$ cat src/rtl/cdb_arbiter.sv
// Common-data-bus arbiter: two per-ALU result FIFOs drained round-robin onto a
// registered 16-bit broadcast word; idle cycles drive an all-zero word.
module cdb_arbiter #(
    parameter int DEPTH  = 2,
    parameter int DATA_W = 10
) (
    input  logic              clock,
    input  logic              reset,
    input  logic              alu0_valid,
    output logic              alu0_ready,
    input  logic [2:0]        alu0_dest,
    input  logic [1:0]        alu0_rs_pos,
    input  logic [DATA_W-1:0] alu0_data,
    input  logic              alu1_valid,
    output logic              alu1_ready,
    input  logic [2:0]        alu1_dest,
    input  logic [1:0]        alu1_rs_pos,
    input  logic [DATA_W-1:0] alu1_data,
    output logic [15:0]       cdb,
    output logic              cdb_valid
);

    localparam int PTR_W = $clog2(DEPTH);
    localparam int CNT_W = PTR_W + 1;

    typedef struct packed {
        logic [2:0]        dest;
        logic [1:0]        rs_pos;
        logic [DATA_W-1:0] data;
    } entry_t;

    entry_t           mem_q    [2][DEPTH];
    entry_t           in_entry [2];
    entry_t           head;
    logic [PTR_W-1:0] wr_ptr_q [2];
    logic [PTR_W-1:0] wr_ptr_d [2];
    logic [PTR_W-1:0] rd_ptr_q [2];
    logic [PTR_W-1:0] rd_ptr_d [2];
    logic [CNT_W-1:0] cnt_q    [2];
    logic [CNT_W-1:0] cnt_d    [2];
    logic             last_grant_q, last_grant_d;
    logic [15:0]      cdb_q, cdb_d;
    logic             cdb_valid_q, cdb_valid_d;

    logic [1:0] in_valid;
    logic [1:0] ready;
    logic [1:0] push;
    logic [1:0] pop;
    logic [1:0] nonempty;
    logic       grant;
    logic       sel;

    assign in_valid    = {alu1_valid, alu0_valid};
    assign in_entry[0] = {alu0_dest, alu0_rs_pos, alu0_data};
    assign in_entry[1] = {alu1_dest, alu1_rs_pos, alu1_data};

    // Ready looks only at the registered count, so a full queue stays
    // not-ready even on the cycle it is being popped.
    always_comb begin
        // NOTE: every always_comb output gets a default first so no path can infer a latch.
        nonempty = '0;
        ready    = '0;
        push     = '0;
        for (int i = 0; i < 2; i++) begin
            nonempty[i] = (cnt_q[i] != '0);
            ready[i]    = reset && (cnt_q[i] < CNT_W'(DEPTH));
            push[i]     = in_valid[i] && ready[i];
        end
    end

    // On a tie the queue not granted last wins; otherwise the lone non-empty one.
    always_comb begin
        grant = |nonempty;
        sel   = (&nonempty) ? ~last_grant_q : nonempty[1];
        pop   = grant ? (sel ? 2'b10 : 2'b01) : 2'b00;
        head  = mem_q[sel][rd_ptr_q[sel]];
    end

    always_comb begin
        for (int i = 0; i < 2; i++) begin
            wr_ptr_d[i] = wr_ptr_q[i] + PTR_W'(push[i]);
            rd_ptr_d[i] = rd_ptr_q[i] + PTR_W'(pop[i]);
            cnt_d[i]    = cnt_q[i] + CNT_W'(push[i]) - CNT_W'(pop[i]);
        end
        last_grant_d = grant ? sel : last_grant_q;
        cdb_d        = grant ? {head.dest, head.rs_pos, sel, head.data} : 16'h0000;
        cdb_valid_d  = grant;
    end

    // NOTE: sequential state uses non-blocking assignments so every flop samples pre-edge values.
    always_ff @(posedge clock or negedge reset) begin
        if (!reset) begin
            for (int i = 0; i < 2; i++) begin
                wr_ptr_q[i] <= '0;
                rd_ptr_q[i] <= '0;
                cnt_q[i]    <= '0;
            end
            last_grant_q <= 1'b1;
            cdb_q        <= 16'h0000;
            cdb_valid_q  <= 1'b0;
        end else begin
            for (int i = 0; i < 2; i++) begin
                wr_ptr_q[i] <= wr_ptr_d[i];
                rd_ptr_q[i] <= rd_ptr_d[i];
                cnt_q[i]    <= cnt_d[i];
            end
            last_grant_q <= last_grant_d;
            cdb_q        <= cdb_d;
            cdb_valid_q  <= cdb_valid_d;
        end
    end

    // NOTE: queue storage is not reset; zeroed counts make stale entries unreachable.
    always_ff @(posedge clock) begin
        for (int i = 0; i < 2; i++) begin
            if (push[i]) begin
                mem_q[i][wr_ptr_q[i]] <= in_entry[i];
            end
        end
    end

    assign alu0_ready = ready[0];
    assign alu1_ready = ready[1];
    assign cdb        = cdb_q;
    assign cdb_valid  = cdb_valid_q;

endmodule

$ cat config.mk
export PLATFORM = sky130hd
export DESIGN_NAME = cdb_arbiter
export DESIGN_NICKNAME = d
export VERILOG_FILES = /design/src/rtl/cdb_arbiter.sv
export SDC_FILE = /design/constraint.sdc
export NUM_CORES = 1
export LEC_CHECK = 0
export BUFFER_PORTS_ARGS = -buffer_cell sky130_fd_sc_hd__clkbuf_2
export CELL_PAD_IN_SITES_DETAIL_PLACEMENT = 0
export CELL_PAD_IN_SITES_GLOBAL_PLACEMENT = 1
export CORE_MARGIN = 5
export CORE_UTILIZATION = 47
export DETAILED_ROUTE_END_ITERATION = 6
export GPL_TIMING_DRIVEN = 0
export MAX_ROUTING_LAYER = met4
export PLACE_DENSITY_LB_ADDON = 0.1
export RECOVER_POWER = 25
export SKIP_CTS_REPAIR_TIMING = 1
export SLEW_MARGIN = 20
export SYNTH_ARGS = -nofsm -noshare
export SYNTH_HDL_FRONTEND = slang
export SYNTH_SLANG_ARGS = --single-unit
$ cat constraint.sdc
create_clock -name clock -period 2.4 [get_ports clock]
set_input_delay 0.48 -clock clock [delete_from_list [all_inputs] [get_ports clock]]
set_output_delay 0.48 -clock clock [all_outputs]
set_load 0.03 [all_outputs]
==> flow_metrics.env, run 1 <==
export IMPL_yosysUniqueCellTypes=28
export IMPL_p_leak_uw=0.00151
export IMPL_ys_seq_area_share_pct=76.5
export IMPL_yosys_warnings=0
export IMPL_wirelength_um=5770
export IMPL_chipWidth_um=92.6
export IMPL_drtIter0Drc=44
export IMPL_multiInputGateArea_um2=686
export IMPL_slew_headroom_pct=45.2
export IMPL_start_util_pct=47.8
export IMPL_die_area_um2=8580
export IMPL_pin_count=53
export IMPL_firstDrtPassIters=4
export IMPL_cp_slowest_stage_delay_ns=0.69
export IMPL_grt_busiest_layer="met2"
export IMPL_ys_seq_elements=86
export IMPL_setup_slack_ns=0.247
export IMPL_syn_nets=215
export IMPL_avgSynthCellArea_um2=18.6
export IMPL_fin_crit_sh_pct=89.7
export IMPL_rows=30
export IMPL_finalHoldViolations=0
export IMPL_clk_pin_slew_ns=0.09
export IMPL_clockBufferDepth=2
export IMPL_end_kind="register"
export IMPL_cts_sinks=86
export IMPL_track_usage_pct=15.0
export IMPL_grt_max_degree=29
export IMPL_grt_overflow_total=0
export IMPL_synth_cells=173
export IMPL_yosysMostFrequentCell="edfxtp_1"
export IMPL_power_uw=5310
export IMPL_synth_ff_type="edfxtp_1"
export IMPL_synth_area_top_cells="edfxtp_1 56%, dfrtp_1 19%, mux2i_1 4.7%, a22oi_1 3.3%, ha_1 3.1%"
export IMPL_gr_usage_met1_pct=17.4
export IMPL_worstMarginPinSlew_ns=0.822
export IMPL_max_clock_freq_ghz=0.464
export IMPL_fillers=539
export IMPL_fp_dieH_um=92.6
export IMPL_use_met2_pct=25.6
export IMPL_rsz0062_at_grt="no"
export IMPL_outcome="complete, no violations"
export IMPL_vias=1645
export IMPL_ir_drop_v=0.000506
export IMPL_dpl_worst_slack_ns=-0.341
export IMPL_antenna_found_initial=0
export IMPL_synth_edf_count=60
export IMPL_grt_pass1_wl_um=9180
export IMPL_setup_viol=0
export IMPL_crit_required_ns=2.37
export IMPL_ant_nets=0
export IMPL_skew_ns=0.00884
export IMPL_cts_root_buffer_cell="clkbuf_8"
export IMPL_cts_buffers=9
export IMPL_hpwl_um=3760
export IMPL_portBuffers=52
export IMPL_vias_per_cell=5.12
export IMPL_drive_gt1_share_pct=31.5
export IMPL_yosys_area_top_type="edfxtp_1"
export IMPL_drv_cap=0
export IMPL_wl_per_cell_um=18.0
export IMPL_grt_use_met3_pct=3.17
export IMPL_crit_chain="clkbuf_2 > and2b_1 > nand2_1 > inv_1 > ha_1"
export IMPL_syn_area_um2=3210
export IMPL_critical_path_class="input pin to register"
export IMPL_path_max_fanout=28
export IMPL_syn2layout_area_growth_pct=18.3
export IMPL_remaining_drc_errors=0
export IMPL_n_antenna_cell=0
export IMPL_clk_latency_ns=0.35
export IMPL_slew_viol_final=0
export IMPL_seqCellArea_um2=2450
export IMPL_htreeDepth=3
export IMPL_arrival_ns=2.13
export IMPL_min_path_type="input pin to asynchronous set/reset pin"
export IMPL_p_per_area_nw_per_um2=1400
export IMPL_synth_top_cell_area_share_pct=56.1
export IMPL_fin_crit_ns=2.15
export IMPL_synth_async_reset_ratio_pct=30.2
export IMPL_ys_top_cells_by_count="60 x edfxtp_1, 25 x dfrtp_1, 15 x mux2i_1"
export IMPL_grt_pass1_vias=1819
export IMPL_start_kind="input pin"
export IMPL_core_area_um2=6720
export IMPL_crit_slowest_cell="ha_1"
export IMPL_fin_nets=278
export IMPL_routabilityCongestion=0.685
export IMPL_cts_tree="built"
-- registers in the layout, summed over array words and instances, names as in the netlist --
name	count
mem_q	60
cdb	16
cnt_q	4
rd_ptr_q	2
wr_ptr_q	2
cdb_valid	1
last_grant_q	1
-- placed cells by master (no fill, tap or decap), drive strengths merged --
master	synthesis	layout
clkbuf	0	63
edfxtp	60	60
dfrtp	25	25
mux2i	15	15
a22oi	15	15
o21ai	14	14
inv	8	9
ha	8	8
xnor2	4	4
buf	4	4
nor2	4	4
nand2	3	3
bufinv	0	3
nor2b	2	2
nor3	2	2
xor2	2	2
o21a	1	1
a211oi	1	1
a221oi	1	1
o21ba	1	1
and2b	1	1
a21o	1	1
clkinvlp	0	1
dfstp	1	1
-- final timing paths --
| kind | startpoint | endpoint | slack, ns | depth (start not counted) |
|---|---|---|---|---|
| max | reset | mem_q[0][3] | 0.25 | 5 |
| min | reset | cdb[6] | 0.18 | 1 |
| max reg2reg | cnt_q[3] | cnt_q[1] | 0.48 | 8 |
| min reg2reg | mem_q[1][25] | cdb[11] | 0.47 | 2 |
| max in group asynchronous | reset | cdb[3] | 1.75 | 1 |
| min in group clock | alu0_dest[2] | mem_q[0][14] | 0.31 | 1 |
-- report_power, final --
group | leakage, uW | internal [uW] | total, uW | switching, uW
combinational | 0.000538 | 783 | 2010 | 1230
clock | 0.000114 | 696 | 1190 | 494
sequential | 0.000853 | 1950 | 2110 | 164
total | 0.00151 | 3430 | 5310 | 1880
-- metrics by stage --
stage / util, % / setup TNS [ns] / std cells / hold WS [ns] / instance area, um2
6_report: 56.5 / 0 / 321 / 0.178 / 3800
5_1_grt: 56.5 / 0 / 321 / 0.240 / 3800
4_1_cts: 56.7 / 0 / 321 / 0.213 / 3810
3_5_place_dp: 53.1 / -17.10 / 305 / 0.462 / 3570
3_3_place_gp: 53.1 / -14.52 / 305 / 0.455 / 3570
2_1_floorplan: - / 0 / 173 / 0.184 / 3210
-- worst max-delay path: cells and delay by family --
family / cells / cell delay, ns
AND/OR/NAND/NOR: 2 / 0.30
buffers and inverters: 2 / 0.64
adder cells (fa/ha/maj): 1 / 0.69
-- area by class of cell --
cell class	count	share of cell area (%)
flip-flops and latches	86	64.6
multi-input cells	75	18.1
repair buffers	52	6.36
clock buffers	11	3.46
clock inverters	5	2.80
well taps	80	2.64
plain buffers	4	1.25
inverters	8	0.791
-- routing by layer --
metal  share of wire (%)  vias up
li1                    -      784
met1                  41      812
met2                  53       40
met3                 3.8        9
met4                 1.8        0
met5                   0        -
-- kinds of logic (layout without fill, tap and decap cells) --
| kind of cell | count (synthesis) | after routing | share of synthesized area, % |
|---|---|---|---|
| xor gates and xnor gates | 6 | 6 | 1.64 |
| buffers and inverters | 12 | 80 | 2.42 |
| DFF | 86 | 86 | 76.5 |
| AOI/OAI and AO/OA | 34 | 34 | 8.81 |
| and+or+nand+nor | 12 | 12 | 2.89 |
| adders and majority gates | 8 | 8 | 3.12 |
| muxes | 15 | 15 | 4.68 |
Power figures use the tool's default switching activity.
==> run 2: changes to the inputs <==
--- a/config.mk
+++ b/config.mk
@@ -14,7 +14,6 @@
 export GPL_TIMING_DRIVEN = 0
 export MAX_ROUTING_LAYER = met4
 export PLACE_DENSITY_LB_ADDON = 0.1
-export RECOVER_POWER = 25
 export SKIP_CTS_REPAIR_TIMING = 1
 export SLEW_MARGIN = 20
 export SYNTH_ARGS = -nofsm -noshare
==> flow_metrics.env, run 2 (synthesized netlist as in run 1, its figures left out) <==
export IMPL_wl_per_cell_um=18.0
export IMPL_grt_pass1_vias=1819
export IMPL_wirelength_um=5770
export IMPL_rows=30
export IMPL_path_max_fanout=28
export IMPL_slew_headroom_pct=45.2
export IMPL_place_area_um2=3570
export IMPL_clk_latency_ns=0.35
export IMPL_placedCellCount=305
export IMPL_skew_ns=0.00890
export IMPL_n_antenna_cell=0
export IMPL_remaining_drc_errors=0
export IMPL_die_area_um2=8580
export IMPL_start_util_pct=47.8
export IMPL_syn2layout_area_growth_pct=18.9
export IMPL_p_leak_uw=0.00155
export IMPL_cts_root_buffer_cell="clkbuf_8"
export IMPL_cts_sinks=86
export IMPL_fp_dieH_um=92.6
export IMPL_antenna_found_initial=0
export IMPL_rsz0062_at_grt="no"
export IMPL_end_kind="register"
export IMPL_fin_nets=278
export IMPL_portBuffers=52
export IMPL_multiInputGateArea_um2=686
export IMPL_slew_viol_final=0
export IMPL_drive_gt1_share_pct=37.8
export IMPL_p_per_area_nw_per_um2=1390
export IMPL_rr_startpoint="cnt_q[3]"
export IMPL_pin_count=53
export IMPL_routabilityCongestion=0.685
export IMPL_crit_start="reset"
export IMPL_cts_tree="built"
export IMPL_chipWidth_um=92.6
export IMPL_max_clock_freq_ghz=0.464
export IMPL_drv_cap=0
export IMPL_grt_max_degree=29
export IMPL_grt_pass1_wl_um=9180
export IMPL_final_cell_mix="60 x edfxtp_1, 52 x clkbuf_2, 25 x dfrtp_1"
export IMPL_ant_nets=0
export IMPL_drtIter0Drc=43
export IMPL_htreeDepth=3
export IMPL_critical_path_class="input pin to register"
export IMPL_core_area_um2=6720
export IMPL_hpwl_um=3760
export IMPL_fin_cells=321
export IMPL_fin_crit_sh_pct=89.8
export IMPL_outcome="complete, no violations"
export IMPL_final_util_pct=56.8
export IMPL_grt_overflow_total=0
export IMPL_largest_reg_flops=60
export IMPL_vias=1642
export IMPL_crit_required_ns=2.37
export IMPL_start_kind="input pin"
export IMPL_final_area_um2=3810
export IMPL_arrival_ns=2.13
export IMPL_min_path_type="input pin to asynchronous set/reset pin"
export IMPL_finalHoldViolations=0
export IMPL_worstMarginPinSlew_ns=0.822
export IMPL_seqCellArea_um2=2450
export IMPL_fillers=534
export IMPL_setup_viol=0
export IMPL_track_usage_pct=15.0
export IMPL_cts_buffers=9
export IMPL_fin_crit_ns=2.15
export IMPL_ir_drop_v=0.000506
export IMPL_vias_per_cell=5.12
export IMPL_clockBufferDepth=2
export IMPL_clk_pin_slew_ns=0.09
export IMPL_firstDrtPassIters=4
export IMPL_final_common_cell="edfxtp_1"
[run 2: changes by cell type in the layout (fill, tap and decap cells not counted)]
cell / before / now
clkbuf_2: 37 / 52
clkbuf_1: 17 / 2
[run 2: layout make-up]
type / count / share of cell area, %
sequential: 86 / 64.3
multi-input combinational: 75 / 18.0
timing repair buffer: 52 / 6.82
clock buffer: 11 / 3.44
clock inverter: 5 / 2.79
tap: 80 / 2.62
buffer: 4 / 1.25
inverter: 8 / 0.787
[run 2: path summary, 6_finish.rpt]
kind	to	slack [ns]	depth (start not counted)
min	cdb[6]	0.18	1
max in group asynchronous	cdb[3]	1.75	1
max	mem_q[0][3]	0.25	5
max reg2reg	cnt_q[1]	0.48	8
min in group clock	mem_q[0][14]	0.31	1
min reg2reg	cdb[11]	0.47	2
[run 2: report_power, final]
group	total (uW)	leakage, uW	internal (uW)	switching (uW)
clock	1190	0.000114	696	492
sequential	2110	0.000853	1950	164
combinational	2010	0.000583	786	1230
total	5310	0.00155	3430	1880
[run 2: stage by stage]
stage / worst slack, ns / power, uW / setup TNS [ns] / hold WS [ns]
5_1_grt: 0.0210 / 5630 / 0 / 0.240
2_1_floorplan: 0.361 / 3660 / 0 / 0.184
3_5_place_dp: -0.341 / 4220 / -17.10 / 0.462
4_1_cts: 0.0264 / 5400 / 0 / 0.213
3_3_place_gp: -0.268 / 4140 / -14.52 / 0.455
6_report: 0.245 / 5310 / 0 / 0.179
[run 2: metal layers]
| layer | track usage (%) | vias up | part of all wire (%) |
|---|---|---|---|
| met3 | 3.17 | 9 | 3.8 |
| li1 | - | 784 | - |
| met1 | 17.4 | 811 | 41 |
| met2 | 25.6 | 38 | 53 |
| met4 | 6.23 | 0 | 1.8 |
| met5 | - | - | 0 |
[run 2: critical path, cell delays in order]
cell      delay (ns)
clkbuf_2        0.56
and2b_1         0.23
nand2_1         0.07
inv_1           0.08
ha_1            0.69
==> run 3: changes to the inputs <==
--- a/config.mk
+++ b/config.mk
@@ -6,14 +6,16 @@
 export NUM_CORES = 1
 export LEC_CHECK = 0
 export BUFFER_PORTS_ARGS = -buffer_cell sky130_fd_sc_hd__clkbuf_2
-export CELL_PAD_IN_SITES_DETAIL_PLACEMENT = 0
-export CELL_PAD_IN_SITES_GLOBAL_PLACEMENT = 1
+export CAP_MARGIN = 20
+export CELL_PAD_IN_SITES_DETAIL_PLACEMENT = 1
+export CELL_PAD_IN_SITES_GLOBAL_PLACEMENT = 2
 export CORE_MARGIN = 5
-export CORE_UTILIZATION = 47
+export CORE_UTILIZATION = 41
 export DETAILED_ROUTE_END_ITERATION = 6
 export GPL_TIMING_DRIVEN = 0
 export MAX_ROUTING_LAYER = met4
 export PLACE_DENSITY_LB_ADDON = 0.1
+export REMOVE_ABC_BUFFERS = 1
 export SKIP_CTS_REPAIR_TIMING = 1
 export SLEW_MARGIN = 20
 export SYNTH_ARGS = -nofsm -noshare
==> flow_metrics.env, run 3 (synthesized netlist as in run 1, its figures left out) <==
export IMPL_clockBufferDepth=2
export IMPL_final_common_cell="edfxtp_1"
export IMPL_drtIter0Drc=34
export IMPL_multiInputGateArea_um2=701
export IMPL_fin_crit_sh_pct=84.2
export IMPL_p_leak_uw=0.00150
export IMPL_finalHoldViolations=0
export IMPL_pwr_share_clk_pct=17.9
export IMPL_power_share_sequential_pct=42.9
export IMPL_critical_path_class="input pin to primary output"
export IMPL_drv_cap=0
export IMPL_grt_overflow_total=0
export IMPL_fillers=774
export IMPL_p_per_area_nw_per_um2=1320
export IMPL_grt_pass1_vias=1894
export IMPL_clk_pin_slew_ns=0.08
export IMPL_pin_count=53
export IMPL_htreeDepth=3
export IMPL_p_switching_uw=1920
export IMPL_hpwl_um=4150
export IMPL_vias_per_cell=4.91
export IMPL_largest_reg_flops=60
export IMPL_ant_nets=0
export IMPL_end_kind="primary output"
export IMPL_start_util_pct=41.7
export IMPL_power_internal_uw=3020
export IMPL_path_max_fanout=28
export IMPL_fin_nets=274
export IMPL_clk_latency_ns=0.35
export IMPL_crit_start="reset"
export IMPL_final_util_pct=48.7
export IMPL_skew_ns=0.00825
export IMPL_cts_tree="built"
export IMPL_dpl_worst_slack_ns=-0.327
export IMPL_remaining_drc_errors=0
export IMPL_setup_slack_ns=0.379
export IMPL_fp_dieH_um=98.5
export IMPL_portBuffers=52
export IMPL_wl_per_cell_um=18.8
export IMPL_cts_sinks=86
export IMPL_power_frac_comb_pct=39.2
export IMPL_fin_crit_ns=2.02
export IMPL_min_path_type="input pin to asynchronous set/reset pin"
export IMPL_core_area_um2=7690
export IMPL_rsz0062_at_grt="no"
export IMPL_p_sw_share_pct=38.8
export IMPL_seqCellArea_um2=2450
export IMPL_max_clock_freq_ghz=0.495
export IMPL_final_cell_mix="60 x edfxtp_1, 52 x clkbuf_2, 25 x dfrtp_1"
export IMPL_rows=32
export IMPL_arrival_ns=1.54
export IMPL_n_antenna_cell=0
export IMPL_finalHoldWorstSlack_ns=0.183
export IMPL_slew_viol_final=0
export IMPL_slew_headroom_pct=47.5
export IMPL_setup_viol=0
export IMPL_start_kind="input pin"
export IMPL_wirelength_um=6370
export IMPL_vias=1665
export IMPL_grt_max_degree=29
export IMPL_die_area_um2=9700
export IMPL_chipWidth_um=98.5
export IMPL_worstMarginPinSlew_ns=0.786
export IMPL_syn2layout_area_growth_pct=16.7
export IMPL_crit_required_ns=1.92
export IMPL_outcome="complete, no violations"
export IMPL_grt_pass1_wl_um=9840
export IMPL_ir_drop_v=0.000433
export IMPL_routabilityCongestion=0.735
export IMPL_power_uw=4940
export IMPL_drive_gt1_share_pct=38.0
export IMPL_antenna_found_initial=0
export IMPL_cts_root_buffer_cell="clkbuf_8"
export IMPL_rr_startpoint="cnt_q[2]"
export IMPL_firstDrtPassIters=4
export IMPL_track_usage_pct=14.1
export IMPL_cts_buffers=9
run 3: worst max-delay path: stages:
cell,delay (ns)
clkbuf_2,0.57
nor2b_1,0.26
clkbuf_2,0.23
run 3: worst paths after layout:
path,slack [ns],depth (start not counted),end
min in group clock,0.32,1,mem_q[0][20]
worst max-delay path,0.38,3,alu1_ready
worst min-delay path,0.18,1,cnt_q[3]
worst min register to register,0.49,2,cdb[0]
max in group asynchronous,1.74,1,cdb[13]
worst max register to register,0.47,7,cnt_q[1]
run 3: cell type report:
cell class	count	area share (%)
Tap cell	102	3.41
Clock buffer	9	3.31
Timing Repair Buffer	52	6.95
Multi-Input combinational cell	75	18.7
Inverter	8	0.802
Clock inverter	7	1.30
Sequential cell	86	65.5
run 3: through the flow:
stage	instances	setup TNS, ns	instance area (um2)
3_3_place_gp	323	-16.36	3550
5_1_grt	339	0	3740
3_5_place_dp	323	-18.64	3560
2_1_floorplan	169	0	3160
4_1_cts	339	0	3730
6_report	339	0	3740
run 3: layer usage:
metal / global-route usage (%) / wire, um / vias up
li1: - / - / 777
met1: 15.6 / 2490 / 840
met2: 24.9 / 3560 / 42
met3: 4.46 / 279 / 6
met4: 3.47 / 32 / 0
met5: - / 0 / -
run 3: power by group through the flow:
stage / registers (uW) / logic, uW / clock network (uW)
finish: 2120 / 1940 / 885
global route: 2160 / 2110 / 990
CTS: 2130 / 2000 / 918
detailed placement: 2160 / 2000 / 0
global placement: 2140 / 1890 / 0
floorplan: 2400 / 1130 / 0
